`config.mk`:
```
export PLATFORM = sky130hd
export DESIGN_NAME = note2dds_voice_sched_flat
export DESIGN_NICKNAME = d
export VERILOG_FILES = /design/src/rtl/note2dds_voice_sched_if.sv /design/src/rtl/note2dds_voice_sched.sv /design/src/flat_wrapper.sv
export SDC_FILE = /design/constraint.sdc
export NUM_CORES = 1
export LEC_CHECK = 0
export BUFFER_PORTS_ARGS = -buffer_cell sky130_fd_sc_hd__buf_2
export CORE_ASPECT_RATIO = 0.9
export CORE_MARGIN = 4
export CORE_UTILIZATION = 45
export CTS_BUF_LIST = sky130_fd_sc_hd__clkbuf_16
export CTS_CLUSTER_SIZE = 8
export DETAILED_ROUTE_END_ITERATION = 8
export PLACE_DENSITY = 0.75
export RECOVER_POWER = 100
export SETUP_SLACK_MARGIN = 0.3
export SLEW_MARGIN = 20
export SYNTH_ARGS = -nofsm -noshare
export SYNTH_HDL_FRONTEND = slang
export SYNTH_SLANG_ARGS = --single-unit
```
`constraint.sdc`:
```
create_clock -name CLK -period 14.1 [get_ports CLK]
set_clock_uncertainty 0.15 [all_clocks]
set_input_delay 2.115 -clock CLK [delete_from_list [all_inputs] [get_ports CLK]]
set_output_delay 2.115 -clock CLK [all_outputs]
set_load 0.02 [all_outputs]
```
`src/rtl/note2dds_voice_sched_if.sv`:
```
// Bundle between the voice logic, the shared note-to-DDS converter and the voice scheduler.
// The slave modport is the scheduler; the master modport is its environment.
interface note2dds_voice_sched_if #(
  parameter int NUM_VOICES = 4
) ();
  logic [NUM_VOICES-1:0]    REQ;
  logic [7*NUM_VOICES-1:0]  NOTES;
  logic [6:0]               CONV_NOTE;
  logic [31:0]              CONV_ADDER;
  logic [32*NUM_VOICES-1:0] ADDER_OUT;
  logic [NUM_VOICES-1:0]    UPD;
  logic                     BUSY;

  modport master (
    output REQ, NOTES, CONV_ADDER,
    input  CONV_NOTE, ADDER_OUT, UPD, BUSY
  );

  modport slave (
    input  REQ, NOTES, CONV_ADDER,
    output CONV_NOTE, ADDER_OUT, UPD, BUSY
  );
endinterface

```
`src/rtl/note2dds_voice_sched.sv`:
```
// Round-robin sharing of one note-to-DDS-increment converter across NUM_VOICES voices.
// Each service lasts CONV_LAT+2 cycles: issue, CONV_LAT wait cycles, capture.
//
// state   | meaning
// IDLE    | no service in flight; issues the next requesting voice to the converter
// WAIT    | converter settling, cnt counts down the remaining latency cycles
// CAPTURE | latch CONV_ADDER into the current voice's ADDER_OUT and strobe UPD
module note2dds_voice_sched #(
  parameter int NUM_VOICES = 4,
  parameter int CONV_LAT   = 1
) (
  input  logic                    CLK,
  input  logic                    RESET,
  note2dds_voice_sched_if.slave   bus
);
  localparam int PW = (NUM_VOICES > 1) ? $clog2(NUM_VOICES) : 1;

  typedef enum logic [1:0] {
    IDLE    = 2'd0,
    WAIT    = 2'd1,
    CAPTURE = 2'd2
  } state_t;

  state_t                state;
  logic [NUM_VOICES-1:0] pending;
  logic [PW-1:0]         rr_ptr;
  logic [PW-1:0]         cur;
  logic [2:0]            cnt;

  logic [NUM_VOICES-1:0] cand;
  logic                  win_found;
  logic [PW-1:0]         win;
  logic [PW-1:0]         win_next;
  logic [NUM_VOICES-1:0] consume;

  // A request in the idle cycle itself is served without first passing through pending.
  assign cand = pending | bus.REQ;

  always_comb begin : pick
    logic [PW:0] idx;
    idx       = '0;
    win_found = 1'b0;
    win       = rr_ptr;
    for (int i = 0; i < NUM_VOICES; i++) begin
      idx = {1'b0, rr_ptr} + (PW+1)'(i);
      if (idx >= (PW+1)'(NUM_VOICES)) idx = idx - (PW+1)'(NUM_VOICES);
      if (!win_found && cand[idx]) begin
        win_found = 1'b1;
        win       = idx[PW-1:0];
      end
    end
  end

  assign win_next = (win == PW'(NUM_VOICES - 1)) ? '0 : win + 1'b1;
  assign consume  = (state == IDLE && win_found) ? (NUM_VOICES'(1) << win) : '0;

  always_ff @(posedge CLK or posedge RESET) begin
    if (RESET) begin
      state         <= IDLE;
      pending       <= '0;
      rr_ptr        <= '0;
      cur           <= '0;
      cnt           <= '0;
      bus.CONV_NOTE <= '0;
      bus.ADDER_OUT <= '0;
      bus.UPD       <= '0;
      bus.BUSY      <= 1'b0;
    end else begin
      // The issuing request is consumed only when it had not already been pending;
      // a REQ landing on the issue edge of an already pending voice re-arms it.
      pending <= (pending & ~consume) | (bus.REQ & ~(consume & ~pending));
      bus.UPD <= '0;
      case (state)
        IDLE: begin
          if (win_found) begin
            bus.CONV_NOTE <= bus.NOTES[win*7 +: 7];
            cur           <= win;
            rr_ptr        <= win_next;
            cnt           <= 3'(CONV_LAT);
            state         <= WAIT;
            bus.BUSY      <= 1'b1;
          end
        end
        WAIT: begin
          cnt <= cnt - 3'd1;
          if (cnt == 3'd1) state <= CAPTURE;
        end
        CAPTURE: begin
          bus.ADDER_OUT[cur*32 +: 32] <= bus.CONV_ADDER;
          bus.UPD[cur]                <= 1'b1;
          bus.BUSY                    <= 1'b0;
          state                       <= IDLE;
        end
        default: begin
          state    <= IDLE;
          bus.BUSY <= 1'b0;
        end
      endcase
    end
  end
endmodule

```
`src/flat_wrapper.sv`:
```
// flat-port wrapper written by rule: the top's interface ports become plain ports
module note2dds_voice_sched_flat 
#(
  parameter int NUM_VOICES = 4,
  parameter int CONV_LAT   = 1
)
  (CLK, RESET, bus_REQ, bus_NOTES, bus_CONV_ADDER, bus_CONV_NOTE, bus_ADDER_OUT, bus_UPD, bus_BUSY);
  note2dds_voice_sched_if #(.NUM_VOICES(NUM_VOICES)) bus_i ();
  input  logic CLK;
  input  logic RESET;
  input wire logic [$bits(bus_i.REQ)-1:0] bus_REQ;
  input wire logic [$bits(bus_i.NOTES)-1:0] bus_NOTES;
  input wire logic [$bits(bus_i.CONV_ADDER)-1:0] bus_CONV_ADDER;
  output wire logic [$bits(bus_i.CONV_NOTE)-1:0] bus_CONV_NOTE;
  output wire logic [$bits(bus_i.ADDER_OUT)-1:0] bus_ADDER_OUT;
  output wire logic [$bits(bus_i.UPD)-1:0] bus_UPD;
  output wire logic [$bits(bus_i.BUSY)-1:0] bus_BUSY;
  assign bus_i.REQ = bus_REQ;
  assign bus_i.NOTES = bus_NOTES;
  assign bus_i.CONV_ADDER = bus_CONV_ADDER;
  assign bus_CONV_NOTE = bus_i.CONV_NOTE;
  assign bus_ADDER_OUT = bus_i.ADDER_OUT;
  assign bus_UPD = bus_i.UPD;
  assign bus_BUSY = bus_i.BUSY;
  note2dds_voice_sched #(.NUM_VOICES(NUM_VOICES), .CONV_LAT(CONV_LAT)) u_core (.CLK(CLK), .RESET(RESET), .bus(bus_i));
endmodule
```
==> flow_summary.yaml <==
timing:
  min_period_over_period_pct: 54.1
  fmax_mhz: 131
  setup_tns_ns: 0
  rsz0062_at_grt: "no"
  slew_headroom_pct: -167
  tightest_slew_ns: 4.01
  maxSlewViolCount: 230
  hold_violations: 0
  min_period_ns: 7.63
  setup_viol: 0
die:
  core_region_area_um2: 12800
  die_height_um: 117
  fp-row-count: 39
  initial_core_util_pct: 46.3
  die_x_um: 129
  die_area_um2: 15100
  ioPinCount: 206
power:
  cellPowerDensity_nw_per_um2: 239
  leakagePower_nw: 3.52
  irDropWorstVdd_uv: 105
outcome:
  violations: "capacitance limit, slew limit"
  outcome: "complete, but fails checks"
clocking:
  numCtsBuffers: 17
  cts_hold_buf: 0
  htree_num_levels: 4
  path_clk_slew_ns: 0.06
  clk_latency_ns: 0.42
  cts.sinks: 153
  cts_resized: 0
  cts_max_path_buffers: 2
  cts_tree: "yes"
  cts_root_buf: "clkbuf_16"
  post_cts_buffers: 0
placed_design:
  hpwl_mm: 10.7
  portBuffers: 205
  dp_cells: 765
  place_area_um2: 7120
  gp_congestion: 0.900
global_route:
  grt_max_degree: 79
  grt_pass1_vias: 4694
  gr-total-overflow: 0
  antenna_found_initial: 0
  grt_pass1_wl_mm: 25.6
  track_usage_pct: 22.1
drt:
  ant_nets: 0
  drt_iter0_drc: 257
  vias: 4567
  post_drt_wl_per_cell_um: 20.5
  drc: 0
  drtPass1Iterations: 5
  drt_wl_total_mm: 16.3
  viasPerCell: 5.73
layout:
  nets: 695
  areaGrowthSynthToFinish_pct: 25.8
  drive_above_1_share_pct: 16.1
  final_area_um2: 7440
  diodes: 0
  mostFrequentLayoutCell: "dfrtp_1"
  mostFrequentLayoutCells: "dfrtp_1, clkbuf_1, a22o_1"
  layout.cells.non_filler: 797
  fillers: 1119
worst_setup_path:
  start_kind: "primary input"
  required_ns: 13.54
  arrival_ns: 7.06
  ff2ff_setup_slack_ns: 9.54
  cp_slowest_cell: "clkbuf_1"
  critical-path-max-stage-delay_ns: 2.92
  crit_chain: "buf_2 > clkinvlp_2 > clkbuf_1"
  crit_path_end_kind: "asynchronous set/reset pin"
  ff2ff_path_depth: 5
  cp_max_fo: 78
  path_class: "in -> async"
synth:
  ys_types: 41
  synth_nets: 491
  ys_warn_count: 0
  syn_avg_cell_area_um2: 14.2
  synthArstFlopShare_pct: 100
  ys_seq_area_share_pct: 64.7
  ys_ff_latch: 153
  synthFlopType: "dfrtp_1"
  syn_inst: 416
  synth.cell_area_um2: 5920
  synth_edf_count: 0
hold_path:
  min_path_type: "reg -> reg"
  whs_path_depth: 1
job:
  max-cap-violations: 6
[cells by family (layout without fill, tap and decap cells)]
kind of cell,count (synthesis),after routing,share of synthesized area [%]
buf+inv,37,254,2.81
simple gates,43,43,4.55
flops,153,153,64.7
fa+ha+maj,13,13,2.64
compound gates,154,154,22.6
xor+xnor,2,2,0.296
mux,14,14,2.37
[synth_stat cells (2+ instances only)]
master    count  share of area, %
clkbuf_1     19               1.2
nand3_1       4              0.34
nand2_1      14              0.89
nor2_1        4              0.25
a22o_1      128                19
nor2b_1       2              0.21
buf_2         9              0.76
dfrtp_1     153                65
o22ai_1       2              0.21
o221ai_2      2              0.51
mux2i_1      14               2.4
ha_1          9               1.9
maj3_2        3              0.57
o221ai_1      5              0.74
o21ai_0       5              0.42
nand2b_1      2              0.21
or3_1         2              0.21
nor4b_2       3              0.76
xnor2_1       2              0.30
and2_1        3              0.32
inv_1         7              0.44
o21ai_1       4              0.34
nor2_2        2              0.21
[layout make-up]
class                      count  area, um^2  share of cell area [%]
clock inverter                15         159                    2.14
clock buffer                  17         425                    5.72
tap                          164         205                    2.76
sequential                   153        3830                    51.4
inverter                       8        31.3                   0.420
multi-input combinational    226        1890                    25.5
timing repair buffer         214         898                    12.1
[sequential cells by signal (all words and copies together), names as in the netlist]
register,flops
u_core.cur,2
u_core.rr_ptr,2
u_core.bus.UPD,4
u_core.bus.BUSY,1
u_core.cnt,3
u_core.bus.CONV_NOTE,7
u_core.state,2
u_core.pending,4
u_core.bus.ADDER_OUT,128
[through the flow]
step	util [%]	total power [mW]	worst slack, ns	hold WS (ns)
after floorplan	-	1.15	7.71	0.319
after global placement	55.7	1.37	9.88	0.328
after detailed placement	55.7	1.39	9.75	0.330
after CTS	60.3	1.85	10.19	0.353
after global routing	58.2	1.88	5.16	0.363
final	58.2	1.78	6.47	0.353
[path summary, 6_finish.rpt]
path,startpoint,endpoint
hold reg to reg,u_core.bus.ADDER_OUT[76]$_DFFE_PP0P_,u_core.bus.ADDER_OUT[76]$_DFFE_PP0P_
max in group CLK,u_core.cur[0]$_DFFE_PP0N_,u_core.bus.ADDER_OUT[77]$_DFFE_PP0P_
setup reg to reg,u_core.cur[0]$_DFFE_PP0N_,u_core.bus.ADDER_OUT[77]$_DFFE_PP0P_
setup / recovery,RESET,u_core.bus.ADDER_OUT[126]$_DFFE_PP0P_
hold / removal,u_core.bus.ADDER_OUT[76]$_DFFE_PP0P_,u_core.bus.ADDER_OUT[76]$_DFFE_PP0P_
min in group asynchronous,RESET,u_core.bus.ADDER_OUT[122]$_DFFE_PP0P_
[power breakdown]
part	switching, mW	internal (mW)	total, mW
combinational	0.402	0.226	0.629
sequential	0.108	0.595	0.703
clock	0.173	0.275	0.448
total	0.683	1.10	1.78
[layer usage]
layer | vias up | GRT usage (%) | routed length [um]
li1 | 2003 | - | -
met1 | 2319 | 29.8 | 6940
met2 | 227 | 34.2 | 7770
met3 | 18 | 7.12 | 1400
met4 | 0 | 7.42 | 188
met5 | - | 0 | 0
[worst max-delay path, delay by kind of cell]
| kind | cells | cell delay [ns] |
|---|---|---|
| buffers and inverters | 3 | 4.82 |
No activity file was read; power rests on OpenSTA's default activity.
